[src/rtl/multi_blink.sv]
// Multi-channel LED driver: one shared prescaler/blink/PWM time base feeding
// NUM_LEDS independent channels (off/on/blink/PWM) with retriggerable one-shots.
module multi_blink #(
    parameter int FREQ     = 50000000,
    parameter int SECS     = 1,
    parameter int NUM_LEDS = 4,
    parameter int PWM_BITS = 4
) (
    input  logic                         clk_i,
    input  logic                         rst_i,
    input  logic [2*NUM_LEDS-1:0]        mode_i,
    input  logic [PWM_BITS*NUM_LEDS-1:0] duty_i,
    input  logic [NUM_LEDS-1:0]          trig_i,
    output logic [NUM_LEDS-1:0]          led_o,
    output logic                         tick_o
);

    localparam int LIMIT  = FREQ * SECS;
    localparam int PS_W   = ($clog2(LIMIT) > 1) ? $clog2(LIMIT) : 1;
    // One extra bit so the shot counter can hold LIMIT itself.
    localparam int SHOT_W = PS_W + 1;

    localparam logic [PS_W-1:0]     PS_LAST   = PS_W'(LIMIT - 1);
    localparam logic [PS_W-1:0]     PS_ONE    = PS_W'(1);
    localparam logic [SHOT_W-1:0]   SHOT_LOAD = SHOT_W'(LIMIT);
    localparam logic [SHOT_W-1:0]   SHOT_ONE  = SHOT_W'(1);
    localparam logic [PWM_BITS-1:0] PWM_ONE   = PWM_BITS'(1);

    typedef enum logic [1:0] {
        MODE_OFF   = 2'd0,
        MODE_ON    = 2'd1,
        MODE_BLINK = 2'd2,
        MODE_PWM   = 2'd3
    } mode_e;

    if (LIMIT == 0) begin : g_bad_limit
        $error("multi_blink: FREQ*SECS must be nonzero");
    end
    if (NUM_LEDS < 1) begin : g_bad_num_leds
        $error("multi_blink: NUM_LEDS must be at least 1");
    end
    if (PWM_BITS < 1) begin : g_bad_pwm_bits
        $error("multi_blink: PWM_BITS must be at least 1");
    end

    logic [PS_W-1:0]     r_ps_cnt;
    logic                r_tick;
    logic                r_blink;
    logic [PWM_BITS-1:0] r_pwm_cnt;
    logic [SHOT_W-1:0]   r_shot [NUM_LEDS];
    logic [NUM_LEDS-1:0] r_led;

    logic [SHOT_W-1:0]   w_shot_next [NUM_LEDS];
    logic [NUM_LEDS-1:0] w_mode_val;
    logic [NUM_LEDS-1:0] w_led_next;

    // Shared time base: prescaler with tick/blink toggle, free-running PWM count.
    always_ff @(posedge clk_i or posedge rst_i) begin
        if (rst_i) begin
            r_ps_cnt  <= '0;
            r_tick    <= 1'b0;
            r_blink   <= 1'b0;
            r_pwm_cnt <= '0;
        end else begin
            r_pwm_cnt <= r_pwm_cnt + PWM_ONE;
            if (r_ps_cnt == PS_LAST) begin
                r_ps_cnt <= '0;
                r_tick   <= 1'b1;
                r_blink  <= ~r_blink;
            end else begin
                r_ps_cnt <= r_ps_cnt + PS_ONE;
                r_tick   <= 1'b0;
            end
        end
    end

    always_comb begin
        w_shot_next = r_shot;
        w_mode_val  = '0;
        w_led_next  = '0;
        for (int n = 0; n < NUM_LEDS; n++) begin
            // A retrigger reloads rather than extends the remaining count.
            if (trig_i[n]) begin
                w_shot_next[n] = SHOT_LOAD;
            end else if (r_shot[n] != '0) begin
                w_shot_next[n] = r_shot[n] - SHOT_ONE;
            end
            case (mode_e'(mode_i[2*n +: 2]))
                MODE_OFF:   w_mode_val[n] = 1'b0;
                MODE_ON:    w_mode_val[n] = 1'b1;
                MODE_BLINK: w_mode_val[n] = r_blink;
                MODE_PWM:   w_mode_val[n] = (r_pwm_cnt < duty_i[PWM_BITS*n +: PWM_BITS]);
                default:    w_mode_val[n] = 1'b0;
            endcase
            w_led_next[n] = w_mode_val[n] | (w_shot_next[n] != '0);
        end
    end

    always_ff @(posedge clk_i or posedge rst_i) begin
        if (rst_i) begin
            for (int n = 0; n < NUM_LEDS; n++) begin
                r_shot[n] <= '0;
            end
            r_led <= '0;
        end else begin
            for (int n = 0; n < NUM_LEDS; n++) begin
                r_shot[n] <= w_shot_next[n];
            end
            r_led <= w_led_next;
        end
    end

    assign led_o  = r_led;
    assign tick_o = r_tick;

endmodule

[config.mk]
export PLATFORM = sky130hd
export DESIGN_NAME = multi_blink
export DESIGN_NICKNAME = d
export VERILOG_FILES = /design/src/rtl/multi_blink.sv
export SDC_FILE = /design/constraint.sdc
export NUM_CORES = 1
export LEC_CHECK = 0
export ABC_AREA = 1
export CORE_MARGIN = 5
export CORE_UTILIZATION = 45
export DETAILED_ROUTE_END_ITERATION = 16
export HOLD_SLACK_MARGIN = 0.15
export MAX_ROUTING_LAYER = met4
export PLACE_DENSITY = 0.74
export RECOVER_POWER = 25
export SETUP_SLACK_MARGIN = 0.5
export SLEW_MARGIN = 20
export SYNTH_ARGS = -nofsm -noshare
export SYNTH_HDL_FRONTEND = slang
export SYNTH_SLANG_ARGS = --single-unit
[constraint.sdc]
create_clock -name clk_i -period 5.91 [get_ports clk_i]
set_input_delay 0.591 -clock clk_i [delete_from_list [all_inputs] [get_ports clk_i]]
set_output_delay 0.591 -clock clk_i [all_outputs]
set_load 0.02 [all_outputs]
**After elaboration in Yosys (flattened, before gate mapping)**

Cells that the tools add are included.
W data, S select, Z words.

- Input bits: 30
- Output and inout port bits: 5
- Register bits: 144
- Logic and storage cells: 63

- Add/sub/neg operators: 6
- Reduce and logical (&&, ||, !) cells: 12
- $lt $le $gt $ge: 4
- Bitwise logic cells: 5
- Muxes and demuxes: 14
- Eq/ne operators: 13

Operators with widths:

| operator | count |
|---|---|
| $mux W27 | 8 |
| $reduce_bool A27 Y1 | 8 |
| $sub A27 B1 Y27 const B | 4 |
| $add A26 B1 Y26 const B | 1 |
| $eq A26 B26 Y1 const B | 1 |
| $mux W26 | 1 |
| $eq A2 B2 Y1 const B | 8 |
| $lt A4 B4 Y1 | 4 |
| $pmux W1 S4 | 4 |
| $eq A2 B1 Y1 const B | 4 |
| $logic_not A2 Y1 | 4 |
| $add A4 B1 Y4 const B | 1 |
| $or A1 B1 Y1 | 4 |
| $mux W1 | 1 |
| $not A1 Y1 | 1 |

**Logic depth before layout (Yosys ltp)**

Gate-level depths: netlist (run 1).

- Word-level depth: 5
- Depth in mapped cells: 15
- Depth with buffers taken out: 14

**Least setup slack after synthesis (run 1)**

Ideal clock, no wire load.

- Kind: flip-flop to flip-flop
- Start point: register r_shot[27] in the netlist's numbering
- End point: register r_led[2] (netlist: led_o[2])
- Library setup time: 125 ps
- Clock period less this slack: 1788 ps
- Stages on the path, launching flop included: 15
- Slack: 4122 ps
- Path buffers: 1
- Data arrival time: 1662 ps
- Data required time: 5785 ps
- Cells stage by stage: dfrtp_1 -> inv_1 -> ha_1 -> inv_1 -> nor2_1 -> nand2_1 -> nor2_4 -> nand3_4 -> buf_6 -> nand3_1 -> nor2_1 -> nor2_1 -> nand3_1 -> nor2_1 -> nand3_1

- Word-level cells in the longest chain between the ends: 5
- Elaborated cells on any way between the ends: 6
- Those cells by class: 1 x add/sub; 2 x mux; 1 x bitwise; 2 x reduce/logical

RTL lines:

| what | RTL line | source |
|---|---|---|
| start, declared | 50 | `logic [SHOT_W-1:0] r_shot [NUM_LEDS];` |
| start signal, assigned by index | 107 | `r_shot[n] <= w_shot_next[n];` |
| $sub A27 B1 Y27 / $reduce_bool A27 Y1 (equally long branches) | 86, 85 |  |
| $mux W27 (*) | 85 | `end else if (r_shot[n] != '0) begin` |
| $mux W27 (*) | 83 | `if (trig_i[n]) begin` |
| $reduce_bool A27 Y1 (*) | 95 | `w_led_next[n] = w_mode_val[n] \| (w_shot_next[n] != '0);` |
| $or A1 B1 Y1 (*) | 95 |  |
| via w_led_next[2] | 55 | `logic [NUM_LEDS-1:0] w_led_next;` |
| end signal, assigned | 109 | `r_led <= w_led_next;` |
| end, declared | 51 | `logic [NUM_LEDS-1:0] r_led;` |

The timed path passes the listed nets; every way through them passes the cells marked *.
A chain may end at the register's enable or synchronous reset.

**Final worst setup path (run 1)**

- Start point: input trig_i[1]
- End point: register r_led[1] (netlist: led_o[1])

- Word-level cells in the longest chain between the ends: 3

RTL lines:

| what | RTL line | source |
|---|---|---|
| start, declared | 13 | `input logic [NUM_LEDS-1:0] trig_i,` |
| $mux W27 | 83 |  |
| $reduce_bool A27 Y1 | 95 |  |
| $or A1 B1 Y1 | 95 |  |
| via w_led_next[1] | 55 |  |

The timed path passes the listed nets, and every way through them passes these cells.

==> results.json, run 1 <==
{
  "outcome": "finished clean",
  "final_area_sq_um": 11100,
  "setup_viol": 0,
  "synth_seq_cells": 144,
  "worst-path-max-fanout": 19,
  "routedWlPerCell_um": 13.7,
  "seq_area_frac_synth": 0.362,
  "yosysUniqueCellTypes": 33,
  "slowest_delay_ps": 770,
  "drt_pass1_iterations": 6,
  "ant_nets": 0,
  "critPathTopFamily": "buffers and inverters",
  "fmax_ghz": 0.412,
  "synth.yosys.warnings": 0,
  "clk_pin_slew_ps": 60,
  "nets": 1582,
  "fp.dieW_um": 159,
  "finalSetupTns_ps": 0,
  "grtUsageTotal": 0.209,
  "ctsHoldBuffers": 0,
  "syn_area_sq_um": 9950,
  "slew_headroom": 0.402,
  "ctsResizeCount": 0,
  "tightest_slew_ps": 897,
  "rsz0062_at_grt": "no",
  "cts_tree": "done",
  "routed_via_density": 5.15,
  "ir_worst_vdd_mv": 0.158,
  "worstSetupStartpointType": "input port",
  "cp_slowest_cell": "clkdlybuf4s50_1",
  "io_buffers": 34,
  "cellPowerDensity_nw_per_um2": 248,
  "syn_avg_cell_area_sq_um": 6.66,
  "grt_pass1_vias": 8731,
  "clock_sinks": 144,
  "place.gp.congestion": 0.975,
  "finalHoldViolations": 0,
  "io_pins": 35,
  "grt_pass1_wl_um": 41200,
  "dr_total_vias": 9384,
  "hold_path.class": "reg2reg",
  "dieArea_sq_um": 25200,
  "synth.net_count": 1545,
  "insertion_delay_ps": 430,
  "h-tree-depth": 4,
  "drt_iter0_drc": 737,
  "path_class": "in2reg",
  "use_met1": 0.271,
  "overflow": 0,
  "antenna_found_initial": 0,
  "path_buf_inv": 2,
  "synth_top_area_frac": 0.362,
  "slew_violations": 0,
  "syn_inst": 1493,
  "root_buffer": "clkbuf_16",
  "worstPathArrival_ps": 2740,
  "antenna_cells": 0,
  "clock_skew_ps": 6.94,
  "clock_path_buffers": 2,
  "met3_usage": 0.0375,
  "placed_cell_area_sq_um": 10500,
  "crit_path_end_kind": "register",
  "dpl.hpwl_um": 19000,
  "synth.area.top_cells": "dfrtp_1, nand2_1, nor2_1, inv_1, nand3_1",
  "cap_violations": 0,
  "die_h_um": 159,
  "fillers": 2155,
  "finalCritPeriodShare": 0.411,
  "post-cts-setup-buffers": 0,
  "layout-drive-gt1-share": 0.0797,
  "met2_usage": 0.326,
  "initial_core_util": 0.456,
  "period_needed_ps": 2430,
  "cts-buffers-inserted": 17,
  "synth_top_area_cell": "dfrtp_1",
  "critical_path.cell_chain": "clkdlybuf4s50_1, clkinv_1, nand3_1, nand2_1, nor2_1, nand2_1, nor2_1, nand3_1",
  "rows": 54,
  "drc": 0,
  "routed_wl_um": 25000,
  "power.leakage_nw": 5.33,
  "required_ps": 6220,
  "coreArea_sq_um": 21800,
  "synthToLayoutAreaGrowth_pct": 11.2,
  "grt_start_max_net_pins": 100,
  "top_usage_layer": "met2"
}
[final timing paths]
check	start	to	slack [ps]	depth (start not counted)
max	trig_i[1]	led_o[1]	3480	8
min	r_ps_cnt[0]	r_ps_cnt[0]	470	1
max reg2reg	r_ps_cnt[0]	r_ps_cnt[20]	3520	10
min reg2reg	r_ps_cnt[0]	r_ps_cnt[0]	470	1
max in group asynchronous	rst_i	r_shot[70]	3900	3
min in group asynchronous	rst_i	r_shot[11]	830	2
[through the flow]
stage	cells	util	total power [mW]	setup WS, ps	hold slack [ps]
after global routing	1823	0.507	2.90	3280	505
after global placement	1791	0.482	1.74	3180	451
after CTS	1823	0.508	2.76	3540	466
final	1823	0.507	2.74	3480	467
after floorplan	1493	-	1.59	1450	433
after detailed placement	1791	0.482	1.75	3090	457
[Yosys cell counts]
library cell and count:
nand2_2 15, clkbuf_1 4, buf_2 6, nand3_1 158, nand4_1 29, buf_6 7, nand3_4 2, ha_1 22
nand3b_1 20, nor2_2 40, o21bai_1 1, o21ai_0 22, nand3b_2 2, nand3_2 12, o211ai_1 3, nor2_4 12
a21oi_1 38, or2_2 1, inv_2 5, and2_1 2, nor3_1 13, inv_1 229, nor3_4 1, nor3b_1 1
nor2_1 274, nor4_1 4, xor2_1 30, xnor2_1 7, o21ai_2 1, dfrtp_1 144, nand2_1 376, clkinv_1 6
o21ai_1 6
[layer usage]
layer | up-vias | wire length (um)
met3 | 57 | 1210
met2 | 297 | 11500
met1 | 4291 | 11400
met4 | 0 | 822
li1 | 4739 | -
met5 | - | 0
[flip-flops by register name (all words and copies together), names as in the netlist]
signal	flops
tick_o	1
r_ps_cnt	26
r_pwm_cnt	4
r_blink	1
r_shot	108
led_o	4
[kinds of logic (layout without fill, tap and decap cells)]
logic type	Yosys count	in the layout	synth area share
DFF	144	144	0.362
AOI/OAI and AO/OA	71	71	0.0371
xor gates and xnor gates	37	37	0.0326
buffers and inverters	257	307	0.103
and+or+nand+nor	962	962	0.437
adders and majority gates	22	22	0.0277
[worst reg2reg max path, delay by kind of cell (launching register included)]
family	cells	cell delay [ps]
flip-flops	1	370
AND/OR/NAND/NOR	7	1390
adder cells (fa/ha/maj)	1	190
AO/OA/AOI/OAI	2	300
[layout by cell type, fill, tap and decap left out, types with 7 or more instances in the layout]
master,n
clkbuf_16,17
nand2_1,376
nand2_2,15
nand3_2,12
dfrtp_1,144
xor2_1,30
nand3b_1,20
xnor2_1,7
clkdlybuf4s50_1,33
ha_1,22
nor2_4,12
o21ai_0,22
nand3_1,158
nor2_1,274
nand4_1,29
a21oi_1,38
nor2_2,40
inv_1,228
nor3_1,14
[report_power, final]
| part | internal (mW) | total [mW] | switching, mW |
|---|---|---|---|
| Clock | 0.554 | 0.998 | 0.443 |
| Combinational | 0.198 | 0.631 | 0.433 |
| Sequential | 1.04 | 1.12 | 0.0717 |
| Total | 1.80 | 2.74 | 0.949 |
[final cells by class]
cell class                      instances  area [sq um]  share of cell area
Multi-Input combinational cell       1092          5310               0.480
Timing Repair Buffer                   35           348              0.0314
Clock buffer                           19           443              0.0400
Inverter                              240           906              0.0819
Tap cell                              280           350              0.0317
Clock inverter                         13           105             0.00950
Sequential cell                       144          3600               0.326
(Power assumes the default switching activity.)
==> run 2, diff against run 1 <==
Settings changed: PLACE_DENSITY 0.74 to 0.76.
Clock period 5.91 ns to 2 ns, I/O delays scaled along.
==> run 2 against run 1 <==
  * The flow now finishes with violations (negative setup slack)
  * Worst hold slack better by 67 ps
  * Design area rose by 37%
  * Combinational power rose to 5.1 times the previous value
  * Clock-buffer cell count is the same
  * Sequential power grew to 3.0 times the previous value
  * Setup slack worse by 3600 ps
  * Critical path type is now reg2reg
  * Highest routed layer unchanged
==> results.json, run 2 (same netlist as run 1, synthesis figures left out) <==
{
  "rrSetupSlack_ps": -130,
  "cellPowerDensity_nw_per_um2": 663,
  "layout-drive-gt1-share": 0.426,
  "power_mw": 10.1,
  "outcome": "complete, but fails checks",
  "routed_via_density": 5.69,
  "rsz0062_at_grt": "yes",
  "fillers": 1390,
  "cp_num_cells": 12,
  "io_buffers": 34,
  "whs_endpoint": "r_shot[97]",
  "clock_skew_ps": 10.8,
  "cts_tree": "done",
  "ant_nets": 0,
  "routedWlPerCell_um": 18.2,
  "grtUsageTotal": 0.252,
  "worstReg2RegEnd": "led_o[2]",
  "reg2reg_from": "r_shot[36]",
  "finalHoldViolations": 0,
  "power.leakage_nw": 7.08,
  "crit_path_frequent_cell": "nand3_1",
  "ir_worst_vdd_mv": 0.531,
  "r2r_cells": 12,
  "finalCritPeriodShare": 1.07,
  "antenna_found_initial": 1,
  "worstSetupStartpointType": "register",
  "dr_total_vias": 11700,
  "slowest_delay_ps": 440,
  "fin_ws_ps": -134,
  "initial_core_util": 0.456,
  "nets": 1807,
  "largest_register_ffs": 108,
  "fmax_ghz": 0.469,
  "worstPathArrival_ps": 2420,
  "fp.dieW_um": 159,
  "io_pins": 35,
  "slew_violations": 0,
  "critPathTopFamily": "simple AND/OR/NAND/NOR gates",
  "clk_pin_slew_ps": 60,
  "final_cell_mix": "nand2_1, inv_1, nor2_1",
  "cap_violations": 0,
  "h-tree-depth": 4,
  "hold_path.class": "in2reg",
  "layout_commonest_cell": "nand2_1",
  "clock_sinks": 144,
  "reg.largest.list": "r_shot x108, r_ps_cnt x26",
  "cp_slowest_cell": "dfrtp_1",
  "critical_path.cell_chain": "nor2_1, nand2_2, nor2_4, nand2_1, inv_2, nand3_1, nand3_2, nand2_1, inv_1, nand3_1, nor2_2, nand3_1",
  "dpl.hpwl_um": 19800,
  "tightest_slew_ps": 654,
  "drc": 0,
  "grt_pass1_wl_um": 49900,
  "setup_viol": 4,
  "whs_path_depth": 3,
  "required_ps": 2290,
  "failed_checks": "negative setup slack",
  "cts-buffers-inserted": 17,
  "coreArea_sq_um": 21800,
  "worst-path-max-fanout": 6,
  "top_register": "r_shot",
  "root_buffer": "clkbuf_16",
  "final_area_sq_um": 15200,
  "placed_cell_area_sq_um": 11300,
  "dieArea_sq_um": 25200,
  "worstHoldStart": "trig_i[0]",
  "fin_util": 0.697,
  "rows": 54,
  "drt_iter0_drc": 1273,
  "crit_path_end_kind": "register",
  "die_h_um": 159,
  "path_class": "reg2reg",
  "routed_wl_um": 37400,
  "grt_start_max_net_pins": 88,
  "path_buf_inv": 2,
  "place.gp.congestion": 0.975,
  "slew_headroom": 0.564,
  "overflow": 0,
  "insertion_delay_ps": 440,
  "period_needed_ps": 2130,
  "grt_pass1_vias": 10700,
  "synthToLayoutAreaGrowth_pct": 52.9,
  "drt_pass1_iterations": 8,
  "clock_path_buffers": 2
}
run 2: changes by cell type in the layout (fill, tap and decap cells not counted), moves of 34 or more:
cell / delta
inv_1: -36
nor2_2: +44
nor2_1: -123
nor2_4: +79
nand2_1: -99
nand3_1: -77
nand2_4: +34
nand3_2: +68
buf_6: +69
buf_4: +143
nand2_2: +67
run 2: tightest hold or removal path: stages:
cell and delay (ps):
clkdlybuf4s50_1 420, buf_4 210, nor2_4 100
run 2: worst max path at each step:
stage	from	end	slack [ps]
after detailed placement	duty_i[9]	led_o[2]	-130
final	r_shot[36]	led_o[2]	-130
after floorplan	rst_i	led_o[0]	-5
after CTS	r_shot[27]	led_o[2]	70
after global placement	r_shot[68]	led_o[1]	-90
after global routing	r_shot[36]	led_o[2]	-230
run 2: power by group:
group	internal [mW]	total, mW	switching [mW]
Clock	2.12	3.46	1.33
Combinational	1.30	3.22	1.92
Sequential	3.10	3.40	0.302
Total	6.53	10.1	3.56
run 2: repair_timing:
item / CTS / global route
endpoints found under the setup margin: 116 / 136
pin swaps: 76 / 149
resized for setup: 200 / 409
gates cloned: 4 / 1
buffers inserted: 67 / 63
endpoints found under the hold margin: 3 / 0
hold buffers: 1 / 0
run 2: layer usage:
metal / vias to the layer above / routed length, um / GRT usage
li1: 5193 / - / -
met1: 5537 / 13700 / 0.296
met2: 687 / 18700 / 0.420
met3: 249 / 2720 / 0.0476
met4: 0 / 2220 / 0.113
met5: - / 0 / -
run 2: stage by stage:
stage | TNS, ps | hold WS (ps) | worst slack, ps | instances
after floorplan | -726 | 316 | -5.04 | 1493
after global placement | -210 | 447 | -88.1 | 1880
after detailed placement | -380 | 462 | -135 | 1880
after CTS | 0 | 529 | 68.3 | 1984
after global routing | -712 | 540 | -228 | 2049
final | -411 | 534 | -134 | 2049
run 2: layout make-up:
cell class	instances	area, sq um	share of cell area
clock buffers	19	443	0.0291
diodes	1	2.50	0.000165
repair buffers	255	2340	0.154
well taps	280	350	0.0230
clock inverters	13	184	0.0121
multi-input cells	1097	7320	0.482
flip-flops and latches	144	3630	0.239
inverters	240	933	0.0614
